==> src/rtl/button_debouncer_pkg.sv <==
// button_debouncer_pkg: shared FSM state, counter sizing and default timing for the pin debouncer.
package button_debouncer_pkg;
   typedef enum logic {IDLE, COUNT} state_e;
   localparam int CLK_HZ      = 12_000_000;
   localparam int DEBOUNCE_MS = 1;
   function automatic int cnt_width(input int cycles);
      return $clog2(cycles + 1);
   endfunction
endpackage

==> src/rtl/button_debouncer_sync_chain.sv <==
// sync_chain: plain shift-register synchroniser for one asynchronous pin.
module sync_chain #(
   parameter int   STAGES      = 2,
   parameter logic RESET_LEVEL = 1'b0
) (
   input  logic clk,
   input  logic rst_n,
   input  logic d,
   output logic q
);
   logic [STAGES-1:0] sync_q;
   always_ff @(posedge clk or negedge rst_n)
      if (!rst_n) sync_q <= {STAGES{RESET_LEVEL}};
      else        sync_q <= {sync_q[STAGES-2:0], d};
   assign q = sync_q[STAGES-1];
endmodule

==> src/rtl/button_debouncer.sv <==
// button_debouncer: synchronises and debounces one push-button level, emitting
// a clean level plus one-cycle rise/fall pulses.
module button_debouncer
   import button_debouncer_pkg::*;
#(
   parameter int   SYNC_STAGES     = 2,
   parameter int   DEBOUNCE_CYCLES = CLK_HZ / 1000 * DEBOUNCE_MS,
   parameter logic RESET_LEVEL     = 1'b0
) (
   input  logic clk,
   input  logic rst_n,
   input  logic btn_in,
   output logic btn_out,
   output logic rise,
   output logic fall
);
   localparam int CW = cnt_width(DEBOUNCE_CYCLES);
   localparam logic [CW-1:0] LAST = CW'(DEBOUNCE_CYCLES - 1);
   if (SYNC_STAGES < 2) begin : g_bad_sync
      $error("button_debouncer: SYNC_STAGES must be >= 2");
   end
   if (DEBOUNCE_CYCLES < 1) begin : g_bad_deb
      $error("button_debouncer: DEBOUNCE_CYCLES must be >= 1");
   end
   logic          sync_q;
   state_e        state_q, state_d;
   logic [CW-1:0] cnt_q, cnt_d;
   logic          btn_q, btn_d, rise_q, rise_d, fall_q, fall_d;
   logic          diff;
   sync_chain #(.STAGES(SYNC_STAGES), .RESET_LEVEL(RESET_LEVEL)) u_sync (
      .clk  (clk),
      .rst_n(rst_n),
      .d    (btn_in),
      .q    (sync_q)
   );
   assign diff = sync_q != btn_q;
   always_comb begin
      state_d = state_q;
      cnt_d   = cnt_q;
      btn_d   = btn_q;
      case (state_q)
         IDLE:
            if (!diff) cnt_d = '0;
            else if (DEBOUNCE_CYCLES == 1) btn_d = sync_q;
            else begin
               cnt_d   = CW'(1);
               state_d = COUNT;
            end
         COUNT:
            if (!diff || cnt_q == LAST) begin
               btn_d   = diff ? sync_q : btn_q;
               cnt_d   = '0;
               state_d = IDLE;
            end else cnt_d = cnt_q + 1'b1;
         default: state_d = IDLE;
      endcase
      rise_d = btn_d & ~btn_q;
      fall_d = ~btn_d & btn_q;
   end
   // pulses are registered alongside btn_q so they line up with the level change
   always_ff @(posedge clk or negedge rst_n)
      if (!rst_n) begin
         state_q <= IDLE;
         cnt_q   <= '0;
         btn_q   <= RESET_LEVEL;
         rise_q  <= 1'b0;
         fall_q  <= 1'b0;
      end else begin
         state_q <= state_d;
         cnt_q   <= cnt_d;
         btn_q   <= btn_d;
         rise_q  <= rise_d;
         fall_q  <= fall_d;
      end
   assign btn_out = btn_q;
   assign rise    = rise_q;
   assign fall    = fall_q;
endmodule

==> config.mk <==
export PLATFORM = sky130hd
export DESIGN_NAME = button_debouncer
export DESIGN_NICKNAME = d
export VERILOG_FILES = /design/src/rtl/button_debouncer_pkg.sv /design/src/rtl/button_debouncer_sync_chain.sv /design/src/rtl/button_debouncer.sv
export SDC_FILE = /design/constraint.sdc
export NUM_CORES = 1
export LEC_CHECK = 0
export BUFFER_PORTS_ARGS = -buffer_cell sky130_fd_sc_hd__buf_2
export CAP_MARGIN = 30
export CORE_MARGIN = 2
export CORE_UTILIZATION = 48
export CTS_CLUSTER_DIAMETER = 40
export CTS_CLUSTER_SIZE = 25
export DETAILED_ROUTE_END_ITERATION = 10
export PLACE_DENSITY = 0.68
export SLEW_MARGIN = 10
export SYNTH_ARGS = -nofsm -noshare
export SYNTH_HDL_FRONTEND = slang
export SYNTH_SLANG_ARGS = --single-unit
export TNS_END_PERCENT = 5
==> constraint.sdc <==
create_clock -name clk -period 2 [get_ports clk]
set_input_delay 0.3 -clock clk [delete_from_list [all_inputs] [get_ports clk]]
set_output_delay 0.3 -clock clk [all_outputs]
set_load 0.02 [all_outputs]
==> flow_metrics.py <==
metrics = {
    "detailed_routing": {
        "topRoutingLayerUsed": "met4",
        "drt_pass1_iterations": 4,
        "routed_via_density": 5.12,
        "drtAntennaViolNets": 0,
        "wl_met3_um": 20,
        "drt-met1-wl_um": 747,
        "wl_per_cell_um": 12.3,
        "met2WireLength_um": 622,
        "drc": 0,
        "drt_iter0_markers": 13,
        "via_count": 584,
        "drt-total-wl_mm": 1.41,
    },
    "run": {
        "max_cap_viol_count": 0,
    },
    "placed_design": {
        "place.gp.congestion": 0.756,
        "portBuffers": 5,
        "pre_cts_ws_ns": 0.525,
        "hpwl_um": 992,
    },
    "sta": {
        "setup_viol_count_final": 0,
        "fin_crit_ns": 1.49,
        "fmax_ghz": 0.672,
        "finalHoldViolations": 0,
        "period_share": 0.745,
        "slew_viol_final": 0,
        "finalWorstSetupSlack_ns": 0.511,
        "finClkSkew_ns": 0.00307,
        "slew-limit-headroom": 0.718,
        "rsz0062_at_grt": "no",
        "setup_tns_ns": 0,
        "worst_pin_slew_ns": 0.423,
    },
    "setup_path": {
        "crit_arrival_ns": 1.68,
        "crit_path_cell_trace": "ha_1 -> nor4b_4 -> nand4_2 -> mux2_4",
        "critPathCaptureType": "flip-flop",
        "crit_path_start_kind": "flip-flop",
        "cpMaxStageDelayCell": "dfrtp_1",
        "cp_num_buf_inv": 0,
        "worstSetupPathType": "flip-flop to flip-flop",
        "max_stage_delay_ns": 0.41,
        "required_ns": 2.19,
        "crit_path_max_fanout": 4,
        "path_delay_family": "simple AND/OR/NAND/NOR gates",
    },
    "yosys": {
        "syn-cell-area_um2": 936,
        "synth_top_area_share": 0.535,
        "ys_seq_area_frac": 0.535,
        "syn_inst": 82,
        "yosys.area.top_type": "dfrtp_1",
        "ys_warn_count": 0,
        "avgSynthCellArea_um2": 11.4,
        "ys_top_cells_by_area": "dfrtp_1 53%, xor2_1 11%, nor2_1 5.2%",
        "ys_ff_latch": 20,
        "yosysUniqueCellTypes": 22,
        "synth_nets": 87,
    },
    "finish": {
        "final_cell_mix": "20 x dfrtp_1, 13 x nor2_1, 12 x xor2_1",
        "drive_gt1_frac": 0.157,
        "nets": 95,
        "antenna_cells": 0,
        "area_growth_pct": 10.7,
        "mostFrequentLayoutCell": "dfrtp_1",
    },
    "clock_tree": {
        "tritoncts": "done",
        "htree_num_levels": 1,
        "clk_path_buf_depth": 2,
        "cts_setup_buffers": 0,
        "cts.sink_count": 20,
        "cts-buffers-inserted": 3,
        "ctsRootBufferMaster": "clkbuf_4",
        "clk_pin_slew_ns": 0.11,
        "clk_latency_ns": 0.29,
    },
    "pwr": {
        "switchingPower_w": 0.000139,
        "clockPowerShare": 0.420,
        "power_density_nw_per_um2": 735,
        "p_leak_nw": 0.494,
        "ir_drop_v": 0.000548,
        "p_sw_frac": 0.183,
        "pwr-share-comb": 0.035,
        "seqPwrFrac": 0.545,
        "internal_power_w": 0.000622,
    },
    "floorplan": {
        "num_rows": 15,
        "die-area_um2": 2320,
        "start_util": 0.525,
        "core_um2": 1780,
        "fp.dieW_um": 48.2,
        "die_height_um": 48.2,
        "io_pins": 6,
    },
    "global_routing": {
        "antenna_found_initial": 0,
        "grt_pass1_wl_mm": 2.40,
        "grt_usage": 0.156,
        "grt-ovfl-total": 0,
        "grt_max_degree": 21,
        "grt_pass1_vias": 518,
    },
    "worst_hold_path": {
        "min_path_type": "input pin to flip-flop",
    },
    "run_status": {
        "status": "completed",
    },
}
-- stage by stage --
stage / hold WS [ns] / power (W) / std cells / utilization / area (um2)
global placement: 0.259 / 0.000448 / 109 / 0.546 / 973
detailed placement: 0.260 / 0.000449 / 109 / 0.546 / 973
finish: 0.105 / 0.000761 / 114 / 0.581 / 1040
global route: 0.0740 / 0.000802 / 114 / 0.581 / 1040
CTS: 0.0898 / 0.000773 / 114 / 0.581 / 1040
floorplan: 0.00441 / 0.000437 / 82 / - / 936
-- worst reg2reg max path, stage by stage (launching register included) --
cell     delay, ns
dfrtp_1       0.41
ha_1          0.23
nor4b_4       0.25
nand4_2       0.17
mux2_4        0.33
-- Yosys cell counts --
master / number
nor2_1: 13
inv_1: 1
mux2_4: 1
nand4_2: 1
a21boi_1: 1
nand3_1: 4
and2_0: 1
buf_4: 2
ha_1: 2
and2_4: 1
and4_1: 3
nand2_1: 3
nand4_1: 5
and3_1: 5
nor3b_1: 2
xor2_1: 12
dfrtp_1: 20
nand3_2: 1
nor4b_4: 1
xnor2_1: 1
and2_1: 1
clkbuf_1: 1
-- metal layers --
layer	vias up	GRT usage
met5	-	0
met1	286	0.229
li1	294	-
met3	2	0.0444
met4	0	0.0811
met2	2	0.208
-- power groups by stage --
| stage | clock network, W | logic (W) | registers, W |
|---|---|---|---|
| floorplan | 0 | 0.0000153 | 0.000422 |
| global placement | 0 | 0.0000259 | 0.000423 |
| detailed placement | 0 | 0.0000261 | 0.000423 |
| CTS | 0.000331 | 0.0000276 | 0.000415 |
| global route | 0.000354 | 0.0000318 | 0.000416 |
| finish | 0.000320 | 0.0000266 | 0.000415 |
-- path summary, 6_finish.rpt --
kind	startpoint	endpoint	slack [ns]	cells past startpoint
min reg2reg	u_sync.sync_q[0]$_DFF_PN0_	u_sync.sync_q[1]$_DFF_PN0_	0.36	0
min in group asynchronous	rst_n	fall$_DFF_PN0_	0.46	2
max reg2reg	cnt_q[0]$_DFF_PN0_	btn_out$_DFF_PN0_	0.51	4
min	btn_in	u_sync.sync_q[0]$_DFF_PN0_	0.10	1
max in group asynchronous	rst_n	cnt_q[5]$_DFF_PN0_	1.24	2
max	cnt_q[0]$_DFF_PN0_	btn_out$_DFF_PN0_	0.51	4
-- final cells by class --
cell class | instances | area, um2
fill | 152 | 747
sequential | 20 | 500
multi-input combinational | 58 | 413
timing repair buffer | 6 | 35.0
tap | 25 | 31.3
clock inverter | 1 | 30.0
clock buffer | 3 | 22.5
inverter | 1 | 3.75
-- flip-flops by register name, indices dropped and copies added (netlist names) --
name,count
u_sync.sync_q,2
btn_out,1
cnt_q,14
state_q,1
rise,1
fall,1
-- logic make-up (layout without fill, tap and decap cells) --
group,Yosys count,count (layout),synth area share
AOI/OAI and AO/OA,1,1,0.00802
xor gates and xnor gates,13,13,0.122
adders and majority gates,2,2,0.0267
buffers and inverters,4,11,0.0241
DFF,20,20,0.535
muxes,1,1,0.0160
and+or+nand+nor,41,41,0.269
-- repair_timing --
item | 4_1_cts | 5_1_grt
endpoints found under the setup margin | 0 | 0
hold buffers | 1 | 0
endpoints found under the hold margin | 20 | 0
gates resized for setup | 0 | 0
Power figures use the tool's default switching activity.
